### config.mk
export PLATFORM = sky130hd
export DESIGN_NAME = spi_alu_slave
export DESIGN_NICKNAME = d
export VERILOG_FILES = /design/src/rtl/spi_alu_slave.sv
export SDC_FILE = /design/constraint.sdc
export NUM_CORES = 1
export LEC_CHECK = 0
export BUFFER_PORTS_ARGS = -buffer_cell sky130_fd_sc_hd__buf_2
export CAP_MARGIN = 25
export CORE_MARGIN = 1
export CORE_UTILIZATION = 47
export CTS_CLUSTER_DIAMETER = 30
export CTS_CLUSTER_SIZE = 12
export DETAILED_ROUTE_END_ITERATION = 10
export GPL_TIMING_DRIVEN = 1
export PLACE_DENSITY = 0.67
export SLEW_MARGIN = 20
export SYNTH_ARGS = -nofsm -noshare
export SYNTH_HDL_FRONTEND = slang
export SYNTH_SLANG_ARGS = --single-unit
### constraint.sdc
create_clock -name clk -period 2.5 [get_ports clk]
set_input_delay 0.5 -clock clk [delete_from_list [all_inputs] [get_ports clk]]
set_output_delay 0.5 -clock clk [all_outputs]
set_load 0.05 [all_outputs]
### src/rtl/spi_alu_slave.sv
// SPI-framed ALU slave: 3-bit opcode + DW-bit data per frame, A/B regs.
// Ports: clk, n_rst, sclk/ss/mosi in; result, result_vld, carry,
// frame_err out; miso readback only when SPI_MISO_EN is defined.
module spi_alu_slave #(
  parameter  int DW  = 4,
  localparam int OPW = 3
) (
  input  logic          clk,
  input  logic          n_rst,
  input  logic          sclk,
  input  logic          ss,
  input  logic          mosi,
  output logic [DW-1:0] result,
  output logic          result_vld,
  output logic          carry,
  output logic          frame_err
`ifdef SPI_MISO_EN
  ,
  output logic          miso
`endif
);

  localparam int FLEN = OPW + DW;
  localparam int CW   = $clog2(FLEN + 1);

  typedef enum logic [2:0] {
    IDLE, OPC, DATA, EXEC, WAIT
  } state_t;

  state_t state, state_n;

  logic sclk_s1, sclk_s2, sclk_d;
  logic ss_s1, ss_s2, ss_d;
  logic mosi_s1, mosi_s2;

  always_ff @(posedge clk or negedge n_rst) begin
    if (!n_rst) begin
      sclk_s1 <= 1'b0;
      sclk_s2 <= 1'b0;
      sclk_d  <= 1'b0;
      ss_s1   <= 1'b1;
      ss_s2   <= 1'b1;
      ss_d    <= 1'b1;
      mosi_s1 <= 1'b0;
      mosi_s2 <= 1'b0;
    end else begin
      sclk_s1 <= sclk;
      sclk_s2 <= sclk_s1;
      sclk_d  <= sclk_s2;
      ss_s1   <= ss;
      ss_s2   <= ss_s1;
      ss_d    <= ss_s2;
      mosi_s1 <= mosi;
      mosi_s2 <= mosi_s1;
    end
  end

  logic sclk_rise, ss_fall, ss_rise, sample;

  assign sclk_rise = sclk_s2 & ~sclk_d;
  assign ss_fall   = ~ss_s2 & ss_d;
  assign ss_rise   = ss_s2 & ~ss_d;
  // ss_d (not ss_s2) gates sampling so a last edge that lands
  // together with ss rising still counts as part of the frame.
  assign sample    = sclk_rise & ~ss_d;

  logic [CW-1:0]   cnt, cnt_n;
  logic [FLEN-1:0] sh;
  logic            shift, commit, abort;

  always_ff @(posedge clk or negedge n_rst) begin
    if (!n_rst) begin
      state <= IDLE;
      cnt   <= '0;
    end else begin
      state <= state_n;
      cnt   <= cnt_n;
    end
  end

  always_comb begin
    state_n = state;
    cnt_n   = cnt;
    shift   = 1'b0;
    commit  = 1'b0;
    abort   = 1'b0;
    unique case (state)
      IDLE: begin
        if (ss_fall) begin
          state_n = OPC;
          cnt_n   = '0;
        end
      end
      OPC: begin
        if (ss_rise) begin
          abort   = 1'b1;
          state_n = IDLE;
          cnt_n   = '0;
        end else if (sample) begin
          shift = 1'b1;
          cnt_n = cnt + CW'(1);
          if (cnt == CW'(OPW - 1))
            state_n = DATA;
        end
      end
      DATA: begin
        if (sample && cnt == CW'(FLEN - 1)) begin
          shift   = 1'b1;
          cnt_n   = cnt + CW'(1);
          state_n = EXEC;
        end else if (ss_rise) begin
          abort   = 1'b1;
          state_n = IDLE;
          cnt_n   = '0;
        end else if (sample) begin
          shift = 1'b1;
          cnt_n = cnt + CW'(1);
        end
      end
      EXEC: begin
        commit  = 1'b1;
        state_n = ss_s2 ? IDLE : WAIT;
        cnt_n   = '0;
      end
      WAIT: begin
        if (ss_rise)
          state_n = IDLE;
      end
      default: state_n = IDLE;
    endcase
  end

  logic [OPW-1:0] op;
  logic [DW-1:0]  data;
  logic [DW-1:0]  a, b;
  logic [DW:0]    sum;

  assign op   = sh[FLEN-1 -: OPW];
  assign data = sh[DW-1:0];
  assign sum  = {1'b0, a} + {1'b0, b};

  always_ff @(posedge clk or negedge n_rst) begin
    if (!n_rst) begin
      sh         <= '0;
      a          <= '0;
      b          <= '0;
      result     <= '0;
      carry      <= 1'b0;
      result_vld <= 1'b0;
      frame_err  <= 1'b0;
    end else begin
      result_vld <= 1'b0;
      frame_err  <= abort;
      if (shift)
        sh <= {sh[FLEN-2:0], mosi_s2};
      if (commit) begin
        result_vld <= (op != 3'd0);
        unique case (op)
          3'd0: ;
          3'd1: begin
            a      <= data;
            result <= data;
          end
          3'd2: begin
            b      <= data;
            result <= data;
          end
          3'd3: begin
            result <= sum[DW-1:0];
            carry  <= sum[DW];
          end
          3'd4: begin
            result <= a - b;
            carry  <= (a < b);
          end
          3'd5: result <= a & b;
          3'd6: result <= a | b;
          3'd7: result <= a ^ b;
        endcase
      end
    end
  end

`ifdef SPI_MISO_EN
  logic            sclk_fall, in_frame;
  logic [FLEN-1:0] mreg;

  assign sclk_fall = ~sclk_s2 & sclk_d;
  assign in_frame  = (state == OPC) || (state == DATA);

  // Leading OPW zeros line up the result with the data field.
  always_ff @(posedge clk or negedge n_rst) begin
    if (!n_rst)
      mreg <= '0;
    else if (state == IDLE && ss_fall)
      mreg <= {{OPW{1'b0}}, result};
    else if (in_frame && sclk_fall)
      mreg <= {mreg[FLEN-2:0], 1'b0};
  end

  assign miso = in_frame ? mreg[FLEN-1] : 1'b0;
`endif

endmodule

==> key figures, run 1 <==
Drt
  – Via count: about 1.4k
  – DRT met1 WL: ~1900 um
  – DRC violations left: 0
  – DR pass1 iterations: 4
  – Highest routed layer: met4
  – DRT iter0 DRCs: between 100 and 150
  – Routed vias/inst: roughly 5.3
  – DR WL/cell: 13.2 um
  – DRT Wirelength: about 3500 um
  – Routed wl met3: 122 um
  – Detail Route Antenna Nets: 0
  – Met2 wire length: between 1000 and 1500 um

Worst setup path
  – Critical path data arrival time: about 2.3 ns
  – CP required: approximately 2.7 ns
  – Max incr delay on CP: about 0.45 ns
  – CP Launch Type: register
  – Crit path max fanout: 3
  – Crit path kind: register to register
  – Critical path buffer and inverter count: 2
  – Top Family by Delay on Critical Path: multiplexers
  – CP cell instances: inv_1 -> ha_1 -> inv_1 -> fa_1 -> mux4_2 -> nand2_1 -> o21ai_0 -> mux2_2
  – CP max-delay cell: mux4_2
  – Most used cell along the critical path: inv_1
  – Critical Path End Type: register

Place
  – IO Port Bufs: 11
  – Placed insts: about 260
  – HPWL Detailed: around 2600 um
  – RePlAce Congestion: between 0.8 and 0.9
  – Placed Area: ~2100 sq um

Pwr
  – Power Density: around 640 nW/um^2
  – Logic gate share of total power: 0.185
  – Peak supply drop: roughly 0.00034 V
  – Switching share of power: 0.317
  – Psw: between 400 and 500 uW
  – Flop pwr share: 0.509
  – Int Pwr: a little under 1000 uW
  – Clock network fraction of total power: 0.306
  – Leakage: about 0.0010 uW

Flow run
  – Total of max-cap violations: 0

Synthesis
  – Top cells by area in the synthesized netlist: dfrtp_1 (40%), ha_1 (8.5%), mux2_2 (6.6%)
  – Compound-Gate Fraction of Synth Area: 0.155
  – Share of the synthesized area in the top cell type: 0.400
  – #FFs+latches synth: 36
  – Number of synthesized flops with an enable pin: 0
  – Post-synthesis instance total: around 210
  – Largest family of logic cells by synthesized area: compound AO/OA/AOI/OAI gates
  – Register area share after synthesis: 0.439
  – Post-synth ARST share: 1.00
  – Post-Synth Simple-Gate Area: 0.146
  – Primary FF master, synth: dfrtp_1
  – Synth area leader: dfrtp_1
  – Post-synthesis xor/xnor area fraction: 0.0127
  – Post-synthesis mux area share: 0.0862
  – Synthesized Nets: between 200 and 250
  – Yosys warnings: 0
  – Distinct cells, synth: 43
  – Mapped Area: 2060 sq um
  – Synth Area in Adders: 0.104
  – Avg Inst Size Synth: 9.91 sq um

Timing
  – Tmin final: 2.12 ns
  – Final Cycle Share: 0.847
  – Layout Skew: 0.00794 ns
  – Unrepaired setup endpoints after global routing: false
  – Total Neg Setup Slack: 0 ns
  – Max Fclk: between 400 and 500 MHz
  – Final hold violation count: 0
  – Rel. slew slack: 0.483
  – Pins Over Slew Limit: 0
  – Final setup fails: 0
  – Tightest Pin Transition: 0.775 ns

Floorplan
  – # IOs: 12
  – DIE WIDTH: just under 70 um
  – Starting Density: 0.501
  – Die H: a little under 70 um
  – Core Area: 4120 sq um
  – Die Footprint: about 4700 sq um
  – Std-Cell Rows: 23

Clock network
  – Depth of the CTS H-tree: 2
  – CTS tree: done
  – Worst-Skew Late Latency: about 0.29 ns
  – CTS sink cnt: 36
  – CTS resizes: 0
  – Root Driver: clkbuf_8
  – CTS buffer count: 5
  – Clock transition at path regs: about 0.070 ns
  – Hold-fix buffers, CTS: 0
  – Post-CTS Setup Bufs: 0
  – CTS Buffer Depth: 2

Min path
  – Worst hold path class: primary input to async pin

Final layout
  – # nets final: approximately 240
  – Diodes inserted: 0
  – Area grow syn2layout: 8.43%
  – Layout cells sized above 1: 0.169
  – Finished Layout Cells: roughly 270
  – Final Instance Area: between 2000 and 2500 sq um

Global routing
  – Number of global-route vias before repair: about 1.3k
  – GRT Util Overall: 0.182
  – Grt ovf: 0
  – Initial antenna violation count: 0
  – First-pass GRT wire length: slightly above 6000 um
  – Largest net degree at the start of global routing: 37

Status
  – Status: finished, final reports clean
-- cell usage in the layout (no fill, tap or decap), types with 3 or more instances in the layout --
master / n
buf_2: 11
nor2_1: 14
nand2b_1: 3
o21ai_0: 19
mux2_2: 12
nand4_1: 3
nor2b_1: 5
dfstp_2: 3
inv_1: 21
ha_1: 14
nand3_1: 3
dfrtp_1: 33
clkbuf_8: 6
a21oi_1: 12
nand2_1: 17
o21bai_1: 3
nor3_1: 3
-- sequential cells by signal, indices dropped and copies added, names as in the netlist --
signal      flops
state           3
result          4
mosi_s1         1
sh              7
b               4
a               4
sclk_d          1
ss_d            1
cnt             3
mosi_s2         1
sclk_s2         1
ss_s2           1
ss_s1           1
result_vld      1
frame_err       1
carry           1
sclk_s1         1
-- power groups by stage --
stage                     logic, uW  registers, uW  clock network (uW)
after floorplan                 257            695                   0
after global placement          265            742                   0
after detailed placement        267            744                   0
after CTS                       268            733                 449
after global routing            311            747                 478
final                           266            730                 439
-- final timing paths --
| path | depth (start not counted) | slack, ns | startpoint | end |
|---|---|---|---|---|
| hold reg to reg | 0 | 0.35 | sclk_s1 | sclk_s2 |
| min in group clk | 1 | 0.31 | ss | ss_s1 |
| setup reg to reg | 8 | 0.38 | a[0] | result[1] |
| max in group asynchronous | 1 | 1.72 | n_rst | a[3] |
| hold / removal | 1 | 0.28 | n_rst | a[1] |
| setup / recovery | 8 | 0.38 | a[0] | result[1] |
-- layer usage --
metal,GRT usage,vias to the layer above
li1,-,739
met1,0.249,664
met4,0.0781,0
met3,0.0533,6
met5,0,-
met2,0.265,21
-- stage by stage --
step,setup slack [ns],hold slack (ns),utilization,power [uW]
4_1_cts,0.375,0.301,0.543,1450
5_1_grt,0.264,0.293,0.543,1540
6_report,0.384,0.284,0.543,1440
3_5_place_dp,0.392,0.335,0.520,1010
2_1_floorplan,0.491,0.204,-,951
3_3_place_gp,0.433,0.332,0.520,1010
-- layout make-up --
class / count / area (sq um)
inverters: 21 / 78.8
fillers: 383 / 1880
well taps: 50 / 62.6
repair buffers: 11 / 55.1
flip-flops and latches: 36 / 905
clock inverters: 2 / 13.8
multi-input cells: 143 / 1040
clock buffers: 6 / 82.6
-- synthesized netlist by cell type, drive strengths merged, types with 3 or more instances --
| library cell | instances |
|---|---|
| o21bai | 3 |
| nor2b | 5 |
| o21ai | 19 |
| dfrtp | 33 |
| inv | 21 |
| mux2 | 12 |
| nor3b | 3 |
| nor3 | 3 |
| nor2 | 14 |
| a21oi | 13 |
| nand4 | 3 |
| ha | 14 |
| nand2b | 3 |
| buf | 5 |
| nand2 | 17 |
| clkbuf | 3 |
| dfstp | 3 |
| nand3 | 3 |
-- kinds of logic after synthesis --
group | after synthesis
AND/OR/NAND/NOR | 58
AO/OA/AOI/OAI | 51
flip-flops | 36
buffers and inverters | 29
adder cells (fa/ha/maj) | 16
multiplexers | 15
XOR/XNOR | 3
Note: power is estimated with default switching activity, not from simulation.
==> inputs of run 2 (changes only) <==
==> constraint.sdc (replaced) <==
create_clock -name clk -period 2 [get_ports clk]
set_input_delay 0.4 -clock clk [delete_from_list [all_inputs] [get_ports clk]]
set_output_delay 0.4 -clock clk [all_outputs]
set_load 0.05 [all_outputs]
==> run 2 against run 1 <==
Effect of this change: sequential power rose by 21%; critical path depth stayed put; clock-buffer cell count down 1; the run now ends with setup timing left; first-iteration DRC count grew 11%.
==> key figures, run 2 (same netlist as run 1, synthesis figures left out) <==
Timing
  – Tightest Pin Transition: 0.593 ns (-0.182 ns)
  – Final hold slack: 0.131 ns (-0.153 ns)
  – Total Neg Setup Slack: -0.0232 ns (-0.0232 ns)
  – Layout Skew: 0.00968 ns (+0.00173 ns)
  – Final WS setup: -0.0232 ns (-0.407 ns)
  – Tmin final: 2.02 ns (-0.0933 ns)
  – Rel. slew slack: 0.601 (+0.118)
  – Max Fclk: 494 MHz (+4.6%)
  – Unrepaired setup endpoints after global routing: true
  – Final hold violation count: 0 (unchanged)
  – Final Cycle Share: 1.01 (+0.165)
  – Pins Over Slew Limit: 0 (unchanged)
  – Final setup fails: 1 (+1)

Drt
  – DRT iter0 DRCs: 118 (+11%)
  – DRT Wirelength: 3770 um (+6.5%)
  – Routed vias/inst: 5.30 (-0.34%)
  – DR WL/cell: 13.4 um (+1.6%)
  – DRC violations left: 0 (unchanged)
  – Via count: 1494 (+4.5%)
  – DR pass1 iterations: 4 (unchanged)
  – Detail Route Antenna Nets: 0 (unchanged)

Final layout
  – Layout cells sized above 1: 0.233 (+0.0638)
  – Diodes inserted: 0 (unchanged)
  – Commonest non-fill, non-tap cell in the layout: dfrtp_1
  – Max reg flops: 7 (unchanged)
  – Most frequent cells in the layout: dfrtp_1 (33), inv_1 (19), o21ai_0 (18)
  – Area grow syn2layout: 15.0%
  – Largest Register: sh
  – # nets final: 252 (+5.4%)

Worst setup path
  – Reg2reg setup slack: -0.02 ns (-0.41 ns)
  – CP Launch Type: register
  – Reg2reg start: a[0]
  – Worst reg2reg path endpoint: result[1]
  – CP required: 2.18 ns (-0.49 ns)
  – Crit path kind: register to register
  – Crit path max fanout: 2 (-1)
  – Worst R2R Path Depth: 8 (unchanged)
  – Critical path data arrival time: 2.20 ns (-0.09 ns)
  – Critical Path End Type: register

Place
  – IO Port Bufs: 11 (unchanged)
  – RePlAce Congestion: 0.832 (+1.1%)
  – HPWL Detailed: 2660 um (+2.1%)

Pwr
  – Clock network fraction of total power: 0.337 (+0.031)
  – Psw: 595 uW (+31%)
  – Flop pwr share: 0.453 (-0.056)
  – Int Pwr: 1350 uW (+38%)
  – Logic gate share of total power: 0.210 (+0.025)
  – Switching share of power: 0.306 (-0.0116)
  – Leakage: 0.00110 uW (+7.1%)
  – Peak supply drop: 0.000622 V (+81%)
  – Power Density: 820 nW/um^2 (+28%)

Clock network
  – CTS tree: done
  – CTS sink cnt: 36 (unchanged)
  – CTS Buffer Depth: 2 (unchanged)
  – Worst-Skew Late Latency: 0.30 ns (about the same)
  – Depth of the CTS H-tree: 2 (unchanged)
  – CTS buffer count: 5 (unchanged)
  – Hold-fix buffers, CTS: 0 (unchanged)
  – Root Driver: clkbuf_8
  – Clock transition at path regs: 0.08 ns (about the same)

Global routing
  – First-pass GRT wire length: 6410 um (+5.7%)
  – Initial antenna violation count: 0 (unchanged)
  – GRT Util Overall: 0.192 (+0.00981)
  – Largest net degree at the start of global routing: 37 (unchanged)
  – Grt ovf: 0 (unchanged)
  – Number of global-route vias before repair: 1327 (+0.53%)

Floorplan
  – # IOs: 12 (unchanged)
  – DIE WIDTH: 68.2 um (unchanged)
  – Std-Cell Rows: 23 (unchanged)
  – Starting Density: 0.501 (unchanged)
  – Die H: 68.2 um (unchanged)
  – Die Footprint: 4660 sq um (unchanged)
  – Core Area: 4120 sq um (unchanged)

Min path
  – Worst hold path class: primary input to async pin

Status
  – Failing checks: setup timing
  – Status: complete, but fails checks

Flow run
  – Total of max-cap violations: 0 (unchanged)
## run 2: critical path: stages (launching register included)
cell     delay [ns]
dfrtp_1        0.39
inv_2          0.08
ha_4           0.13
inv_2          0.03
fa_1           0.43
mux4_2         0.46
nand2_1        0.07
o21ai_1        0.05
mux2_4         0.25
## run 2: final cells by class
class	count	area, sq um
Multi-Input combinational cell	143	1060
Inverter	21	78.8
Tap cell	50	62.6
Clock buffer	5	68.8
Timing Repair Buffer	24	153
Clock inverter	3	46.3
Sequential cell	36	905
Fill cell	366	1740
## run 2: how the worst max path moves through the flow
| stage | start | to | slack (ns) | depth (start not counted) |
|---|---|---|---|---|
| floorplan | a[0] | result[1] | -0.009 | 8 |
| global placement | a[0] | result[1] | -0.02 | 8 |
| detailed placement | a[0] | result[1] | -0.09 | 8 |
| CTS | a[0] | result[1] | -0.07 | 8 |
| global route | a[0] | result[1] | -0.08 | 8 |
| finish | a[0] | result[1] | -0.02 | 8 |
## run 2: metrics by stage
stage                     setup WS [ns]  cells  area [sq um]   util  total power, uW
final                           -0.0232    282          2370  0.576             1950
after global routing            -0.0761    282          2370  0.576             2060
after CTS                       -0.0733    280          2350  0.572             1970
after detailed placement        -0.0932    271          2210  0.538             1300
after global placement          -0.0178    271          2210  0.538             1300
after floorplan                -0.00924    208          2060      -             1190
## run 2: what timing repair did
item / CTS / global route
buffers inserted: 1 / 2
pin swaps: 3 / 2
resized for setup: 6 / 1
endpoints found under the setup margin: 1 / 3
## run 2: power groups by stage
stage          logic, uW  clock network [uW]  registers [uW]
2_1_floorplan        321                   0             868
3_3_place_gp         404                   0             892
3_5_place_dp         402                   0             896
4_1_cts              407                 683             881
5_1_grt              463                 709             894
6_report             409                 655             881
## run 2: layer usage
metal	share of wire	track usage	up-vias
met1	0.52	0.299	683
li1	-	-	771
met5	0	0	-
met4	0.013	0.0703	0
met3	0.044	0.0500	5
met2	0.42	0.246	35
